<file path="config.mk">
export PLATFORM = sky130hd
export DESIGN_NAME = sync_level_debounce_flat
export DESIGN_NICKNAME = d
export VERILOG_FILES = /design/src/rtl/sync_level_debounce_if.sv /design/src/rtl/sync_level_debounce.sv /design/src/flat_wrapper.sv
export SDC_FILE = /design/constraint.sdc
export NUM_CORES = 1
export LEC_CHECK = 0
export CAP_MARGIN = 20
export CORE_UTILIZATION = 48
export DETAILED_ROUTE_END_ITERATION = 8
export PLACE_DENSITY_LB_ADDON = 0.2
export SLEW_MARGIN = 10
export SYNTH_ARGS = -nofsm -noshare
export SYNTH_HDL_FRONTEND = slang
export SYNTH_SLANG_ARGS = --single-unit
export TNS_END_PERCENT = 50
</file>
<file path="constraint.sdc">
create_clock -name clk_b -period 1.8 [get_ports clk_b]
set_clock_uncertainty 0.15 [all_clocks]
set_input_delay 0.18 -clock clk_b [delete_from_list [all_inputs] [get_ports clk_b]]
set_output_delay 0.18 -clock clk_b [all_outputs]
set_load 0.005 [all_outputs]
</file>
<file path="src/rtl/sync_level_debounce_if.sv">
// Signal bundle between the clk_b-side synchronizer consumer and its status/event users.
interface sync_level_debounce_if #(
  parameter int CNT_W = 8
);
  logic             in_sync;
  logic             cnt_clr;
  logic             level_out;
  logic             rise_pulse;
  logic             fall_pulse;
  logic [CNT_W-1:0] edge_cnt;
  logic             cnt_sat;

  modport master (
    output in_sync, cnt_clr,
    input  level_out, rise_pulse, fall_pulse, edge_cnt, cnt_sat
  );

  modport slave (
    input  in_sync, cnt_clr,
    output level_out, rise_pulse, fall_pulse, edge_cnt, cnt_sat
  );
endinterface

</file>
<file path="src/rtl/sync_level_debounce.sv">
// Level debouncer for an already-synchronized input: accepts a new level after
// STABLE_CYCLES equal samples, emits rise/fall pulses and a saturating edge count.
module sync_level_debounce #(
  parameter int STABLE_CYCLES = 4,
  parameter int CNT_W         = 8
) (
  input  logic                 clk_b,
  input  logic                 rst_b,
  sync_level_debounce_if.slave bus
);
  localparam int SW = $clog2(STABLE_CYCLES + 1);
  localparam logic [SW-1:0]    STAB_LAST = SW'(STABLE_CYCLES - 1);
  localparam logic [CNT_W-1:0] CNT_MAX   = '1;
  localparam logic [CNT_W-1:0] CNT_PRE   = CNT_MAX - CNT_W'(1);

  typedef enum logic [1:0] {S_LO, S_CHK_HI, S_HI, S_CHK_LO} state_t;

  state_t           state;
  logic [SW-1:0]    stab;
  logic             level_q;
  logic             rise_q;
  logic             fall_q;
  logic [CNT_W-1:0] cnt_q;
  logic             sat_q;
  logic             rise_evt;
  logic             fall_evt;

  // With STABLE_CYCLES=1 the stable states accept directly and the check states are never entered.
  always_comb begin
    rise_evt = 1'b0;
    fall_evt = 1'b0;
    case (state)
      S_LO:     rise_evt = bus.in_sync && (STABLE_CYCLES == 1);
      S_CHK_HI: rise_evt = bus.in_sync && (stab == STAB_LAST);
      S_HI:     fall_evt = !bus.in_sync && (STABLE_CYCLES == 1);
      S_CHK_LO: fall_evt = !bus.in_sync && (stab == STAB_LAST);
    endcase
  end

  always_ff @(posedge clk_b or posedge rst_b) begin
    if (rst_b) begin
      state   <= S_LO;
      stab    <= '0;
      level_q <= 1'b0;
      rise_q  <= 1'b0;
      fall_q  <= 1'b0;
    end else begin
      rise_q <= rise_evt;
      fall_q <= fall_evt;
      if (rise_evt)
        level_q <= 1'b1;
      else if (fall_evt)
        level_q <= 1'b0;

      case (state)
        S_LO:
          if (bus.in_sync) begin
            if (rise_evt) begin
              state <= S_HI;
            end else begin
              state <= S_CHK_HI;
              stab  <= SW'(1);
            end
          end
        S_CHK_HI:
          if (!bus.in_sync) begin
            state <= S_LO;
            stab  <= '0;
          end else if (rise_evt) begin
            state <= S_HI;
            stab  <= '0;
          end else begin
            stab <= stab + SW'(1);
          end
        S_HI:
          if (!bus.in_sync) begin
            if (fall_evt) begin
              state <= S_LO;
            end else begin
              state <= S_CHK_LO;
              stab  <= SW'(1);
            end
          end
        S_CHK_LO:
          if (bus.in_sync) begin
            state <= S_HI;
            stab  <= '0;
          end else if (fall_evt) begin
            state <= S_LO;
            stab  <= '0;
          end else begin
            stab <= stab + SW'(1);
          end
      endcase
    end
  end

  // A clear coinciding with an accepted edge keeps that edge as the first new count.
  always_ff @(posedge clk_b or posedge rst_b) begin
    if (rst_b) begin
      cnt_q <= '0;
      sat_q <= 1'b0;
    end else if (bus.cnt_clr) begin
      cnt_q <= (rise_evt || fall_evt) ? CNT_W'(1) : '0;
      sat_q <= 1'b0;
    end else if ((rise_evt || fall_evt) && (cnt_q != CNT_MAX)) begin
      cnt_q <= cnt_q + CNT_W'(1);
      sat_q <= (cnt_q == CNT_PRE);
    end
  end

  assign bus.level_out  = level_q;
  assign bus.rise_pulse = rise_q;
  assign bus.fall_pulse = fall_q;
  assign bus.edge_cnt   = cnt_q;
  assign bus.cnt_sat    = sat_q;
endmodule
</file>
<file path="src/flat_wrapper.sv">
// flat-port wrapper written by rule: the top's interface ports become plain ports
module sync_level_debounce_flat 
#(
  parameter int STABLE_CYCLES = 4,
  parameter int CNT_W         = 8
)
  (clk_b, rst_b, bus_in_sync, bus_cnt_clr, bus_level_out, bus_rise_pulse, bus_fall_pulse, bus_edge_cnt, bus_cnt_sat);
  sync_level_debounce_if #(.CNT_W(CNT_W)) bus_i ();
  input  logic clk_b;
  input  logic rst_b;
  input wire logic [$bits(bus_i.in_sync)-1:0] bus_in_sync;
  input wire logic [$bits(bus_i.cnt_clr)-1:0] bus_cnt_clr;
  output wire logic [$bits(bus_i.level_out)-1:0] bus_level_out;
  output wire logic [$bits(bus_i.rise_pulse)-1:0] bus_rise_pulse;
  output wire logic [$bits(bus_i.fall_pulse)-1:0] bus_fall_pulse;
  output wire logic [$bits(bus_i.edge_cnt)-1:0] bus_edge_cnt;
  output wire logic [$bits(bus_i.cnt_sat)-1:0] bus_cnt_sat;
  assign bus_i.in_sync = bus_in_sync;
  assign bus_i.cnt_clr = bus_cnt_clr;
  assign bus_level_out = bus_i.level_out;
  assign bus_rise_pulse = bus_i.rise_pulse;
  assign bus_fall_pulse = bus_i.fall_pulse;
  assign bus_edge_cnt = bus_i.edge_cnt;
  assign bus_cnt_sat = bus_i.cnt_sat;
  sync_level_debounce #(.STABLE_CYCLES(STABLE_CYCLES), .CNT_W(CNT_W)) u_core (.clk_b(clk_b), .rst_b(rst_b), .bus(bus_i));
endmodule
</file>
* Yosys cells after proc, flatten, opt, wreduce, memory -nomap -nowiden
Cells that the tools add are included.
Operators by class: add/sub/neg operators 2, $mul 0, divide/modulo/power cells 0, order comparisons 0, equal/unequal tests 12, shift-type cells 0, mux-type cells 27, bitwise logic cells 0, reduce and logical (&&, ||, !) cells 10
Operator list (number):
- 3-bit 2-to-1 mux | 8
- 2-bit 2-to-1 mux | 8
- 8-bit 2-to-1 mux | 2
- 3-bit one-hot mux with 4 select lines | 1
- 8-bit by 1-bit adder with 8-bit output (second input constant) | 1
- 8-bit equality test (second input constant) | 1
- 2-bit != test (second input constant) | 4
- 8-bit != test (second input constant) | 1
- 2-bit one-hot mux with 4 select lines | 1
- 4-bit AND reduction | 2
- 1-bit 2-to-1 mux | 7
- 3-bit by 2-bit != test with 1-bit output (second input constant) | 2
- 2-bit equality test (second input constant) | 2
- 2-bit nonzero test | 2
- 3-bit by 1-bit adder with 3-bit output (second input constant) | 1
- 3-bit by 2-bit equality test with 1-bit output (second input constant) | 1
- 1-bit logical AND | 3
- 2-bit by 1-bit equality test with 1-bit output (second input constant) | 1
- 2-bit logical NOT | 1
- 1-bit logical NOT | 1
- 1-bit logical OR | 1
Word-level totals: register bits 17, bits in latches 0, RAM bits 0, memory bits (read-only) 0, input bits 4, output and inout bits 12, word-level logic and storage cells 58, memories 0

* Longest topological paths before layout
depth after elaboration 7, mapped depth 6, gate-level depth less buffers 6

* Least setup slack after synthesis
OpenSTA, ideal clock, no wires.
path kind register to register, from register u_core.stab[0], to register u_core.cnt_q[0], in the netlist u_core.bus.edge_cnt[0], setup time 0.124 ns, arrival 1.377 ns, required time 1.526 ns, path slack 0.149 ns, stages on the path, launching flop included 7, buffers on the path 0, clock period less this slack 1.651 ns, cells stage by stage dfrtp_1 > ha_1 > ha_1 > nand2_4 > nor2_4 > and3_1 > a211o_1
On the way: cells in the longest elaborated chain, start to end 6, elaborated cells on any way between the ends 10, those cells by class eq/ne (1); mux (4); reduce/logical (5)
Ends and longest elaborated chain:
- start, declared | RTL line sync_level_debounce.sv:19 | logic [SW-1:0] stab;
- start signal, assigned | RTL line sync_level_debounce.sv:73 | stab <= stab + SW'(1);
- start signal, assigned | RTL line sync_level_debounce.sv:92 | stab <= stab + SW'(1);
- 3-bit by 2-bit equality test with 1-bit output (*) | RTL line sync_level_debounce.sv:34, sync_level_debounce.sv:36
- 1-bit logical AND, on equally long branches | RTL line sync_level_debounce.sv:34, sync_level_debounce.sv:36
- 1-bit 2-to-1 mux | RTL line sync_level_debounce.sv:32 | case (state)
- 1-bit logical OR (*) | RTL line sync_level_debounce.sv:104, sync_level_debounce.sv:106
- 1-bit 2-to-1 mux or 1-bit logical AND (tied branches) | RTL line sync_level_debounce.sv:104, sync_level_debounce.sv:106
- 8-bit 2-to-1 mux or 2-bit nonzero test (tied branches)
- end signal, assigned | RTL line sync_level_debounce.sv:104 | cnt_q <= (rise_evt || fall_evt) ? CNT_W'(1) : '0;
- end signal, assigned | RTL line sync_level_debounce.sv:107 | cnt_q <= cnt_q + CNT_W'(1);
- end, declared | RTL line sync_level_debounce.sv:23 | logic [CNT_W-1:0] cnt_q;
Every way passes the cells marked *; elsewhere a longest branch is shown, timed or not. A chain may end at the register's enable or synchronous reset.

* Final worst setup path
Same ends and word-level chain as after synthesis.

==> metrics.cfg <==
[finish]
synthToLayoutAreaGrowth_pct=29.4
layout_commonest_cell=dfrtp_1
multi_input_area_sq_um=439
fillers=148
fin_nets=114
drive_gt1_share_pct=19.0
layout_common_cells=dfrtp_1, clkdlybuf4s50_1, inv_1, buf_4
diodes=0
seq_area_sq_um=425

[pwr]
p_int_w=0.000723
peakVddDrop_v=0.000871
clkPwrFrac_pct=19.0
p_leak_nw=0.501
pwr-share-comb_pct=32.1
switching_share_pct=34.1
total_power_w=0.00110
p_seq_share_pct=48.9
powerDensity_mw_per_mm2=953
power_switching_w=0.000374

[routing]
drt.antenna.violating_nets=0
drc=0
drtIter0Drc=0
via_per_inst=5.29
wl_per_cell_um=12.8
num_vias=688
dr.pass1.iters=1
wl_um=1660

[job]
maxCapViolations=0

[logic_synthesis]
async_reset_ff_share_pct=100
ys.flop_type=dfrtp_1
yosys_warnings=0
synth_edf_count=0
ys_types=36
syn_avg_cell_area_sq_um=11.0
syn_nets=89
synth_cells=81
yosysSeqAreaShare_pct=47.8
netlist_area_sq_um=891
synth-seq-cells=17

[clock_tree]
cts_tree=built
htreeDepth=1
cts_made_buffers=3
clk_pin_slew_ns=0.10
cts_root_buf=clkbuf_4
cts.sinks=17
cts_buffer_depth=2
insertion_delay_ns=0.29

[global_routing]
antenna_found_initial=0
grt_max_degree=18
grt_first_pass_wirelength_um=2550
grt_util_all_layers_pct=18.2
grt_pass1_vias=587
grt.overflow.total=0

[worst_setup_path]
end_kind=flop
crit_arrival_ns=1.73
worstPathRequired_ns=1.84
crit_type=reg2reg
critical_path.max_fanout=8
start_kind=flop

[floorplan]
coreArea_sq_mm=0.00173
boundaryPins=16
initial_core_util_pct=51.6
num_rows=15
die-width_um=45.1
die_area_sq_mm=0.00203
dieHeight_um=45.1

[sta]
final_hold_viol_count=0
setup_violations=0
max_slew.worst_pin.slew_ns=0.369
rsz0062_at_grt=false
relSlewSlack_pct=75.3
drv_slew=0
hold-worst-slack_ns=0.0326
tns_ns=0
fmax_ghz=0.592
min_period_over_period_pct=93.8
finalCriticalPeriod_ns=1.69

[place]
dp_hpwl_um=1180
port_buffers=15
place.gp.congestion=0.794

[worst_hold_path]
hp-class=in2async

[status]
status=finished clean

==> cell type report <==
| class | count | share of cell area [%] |
|---|---|---|
| clock inverters | 1 | 0.434 |
| clock buffers | 3 | 1.95 |
| well taps | 25 | 2.71 |
| flip-flops and latches | 17 | 36.9 |
| repair buffers | 22 | 17.6 |
| inverters | 7 | 2.28 |
| multi-input cells | 55 | 38.1 |
==> path summary, 6_finish.rpt <==
path / startpoint / to / slack [ns] / cells past startpoint
min reg2reg: u_core.bus.level_out$_DFFE_PP0P_ / u_core.bus.level_out$_DFFE_PP0P_ / 0.39 / 2
max reg2reg: u_core.stab[0]$_DFFE_PP0P_ / u_core.bus.edge_cnt[0]$_DFFE_PP0P_ / 0.11 / 6
min: rst_b / u_core.state[0]$_DFFE_PP0P_ / 0.03 / 3
max: u_core.stab[0]$_DFFE_PP0P_ / u_core.bus.edge_cnt[0]$_DFFE_PP0P_ / 0.11 / 6
min in group clk_b: u_core.bus.level_out$_DFFE_PP0P_ / u_core.bus.level_out$_DFFE_PP0P_ / 0.39 / 2
max in group asynchronous: rst_b / u_core.bus.edge_cnt[7]$_DFFE_PP0P_ / 1.28 / 3
==> stage by stage <==
| step | area (sq um) | cells | util (%) | setup WS, ns |
|---|---|---|---|---|
| after floorplan | 891 | 81 | - | 0.149 |
| after global placement | 1100 | 124 | 63.5 | -0.0417 |
| after detailed placement | 1100 | 124 | 63.5 | -0.0748 |
| after CTS | 1120 | 128 | 65.1 | 0.0358 |
| after global routing | 1150 | 130 | 66.7 | 0.0118 |
| final | 1150 | 130 | 66.7 | 0.111 |
==> timing repair <==
item / CTS / global route
gates resized for setup: 0 / 2
setup buffers: 0 / 2
endpoints found under the setup margin: 0 / 3
hold buffers: 0 / 0
==> per-layer routing <==
layer,part of all wire (%),routed length (um),vias to the layer above,GRT usage [%]
li1,-,-,350,-
met1,48,801,326,23.7
met2,47,776,10,28.1
met3,3.7,61,2,3.20
met4,1.1,19,0,10.9
met5,0,0,-,0
==> cell usage after synthesis, types with 2 or more instances <==
master    number  area [sq um]
nand2_1        4          15.0
inv_1          7          26.3
o21ai_0        2          10.0
nand3_1        5          25.0
a31oi_1        2          12.5
dfrtp_1       17           425
a311oi_1       2          17.5
nor2b_1        2          12.5
nor3b_1        2          15.0
a211oi_1       2          15.0
ha_1           4          50.1
nor3_4         2          32.5
o21bai_1       2          15.0
a21oi_1        5          25.0
and3_1         2          12.5
==> power by group through the flow <==
stage                     sequential (W)  combinational, W  clock (W)
final                           0.000537          0.000353   0.000208
after global routing            0.000544          0.000399   0.000219
after CTS                       0.000530          0.000324   0.000213
after detailed placement        0.000537          0.000322          0
after global placement          0.000533          0.000313          0
after floorplan                 0.000525          0.000221          0
==> cells by family (layout without fill, tap and decap cells) <==
| family | Yosys count | count (layout) | synth area share, % |
|---|---|---|---|
| fa+ha+maj | 4 | 4 | 5.62 |
| simple gates | 26 | 26 | 20.9 |
| buf+inv | 9 | 33 | 4.49 |
| mux | 1 | 1 | 1.26 |
| xor+xnor | 2 | 2 | 2.81 |
| compound gates | 22 | 22 | 17.1 |
| flops | 17 | 17 | 47.8 |
==> registers in the layout, indices dropped and copies added, names as in the netlist, named ones only <==
name / flops
u_core.bus.cnt_sat: 1
u_core.bus.edge_cnt: 8
u_core.bus.fall_pulse: 1
u_core.bus.level_out: 1
u_core.bus.rise_pulse: 1
u_core.stab: 3
u_core.state: 1
==> worst max-delay path, stage by stage (launching register included) <==
cell and delay [ns]:
dfrtp_1 0.40, ha_1 0.21, ha_1 0.22, nand2_4 0.15
nor2_4 0.07, and3_1 0.18, a211o_1 0.21
Power figures use the tool's default switching activity.
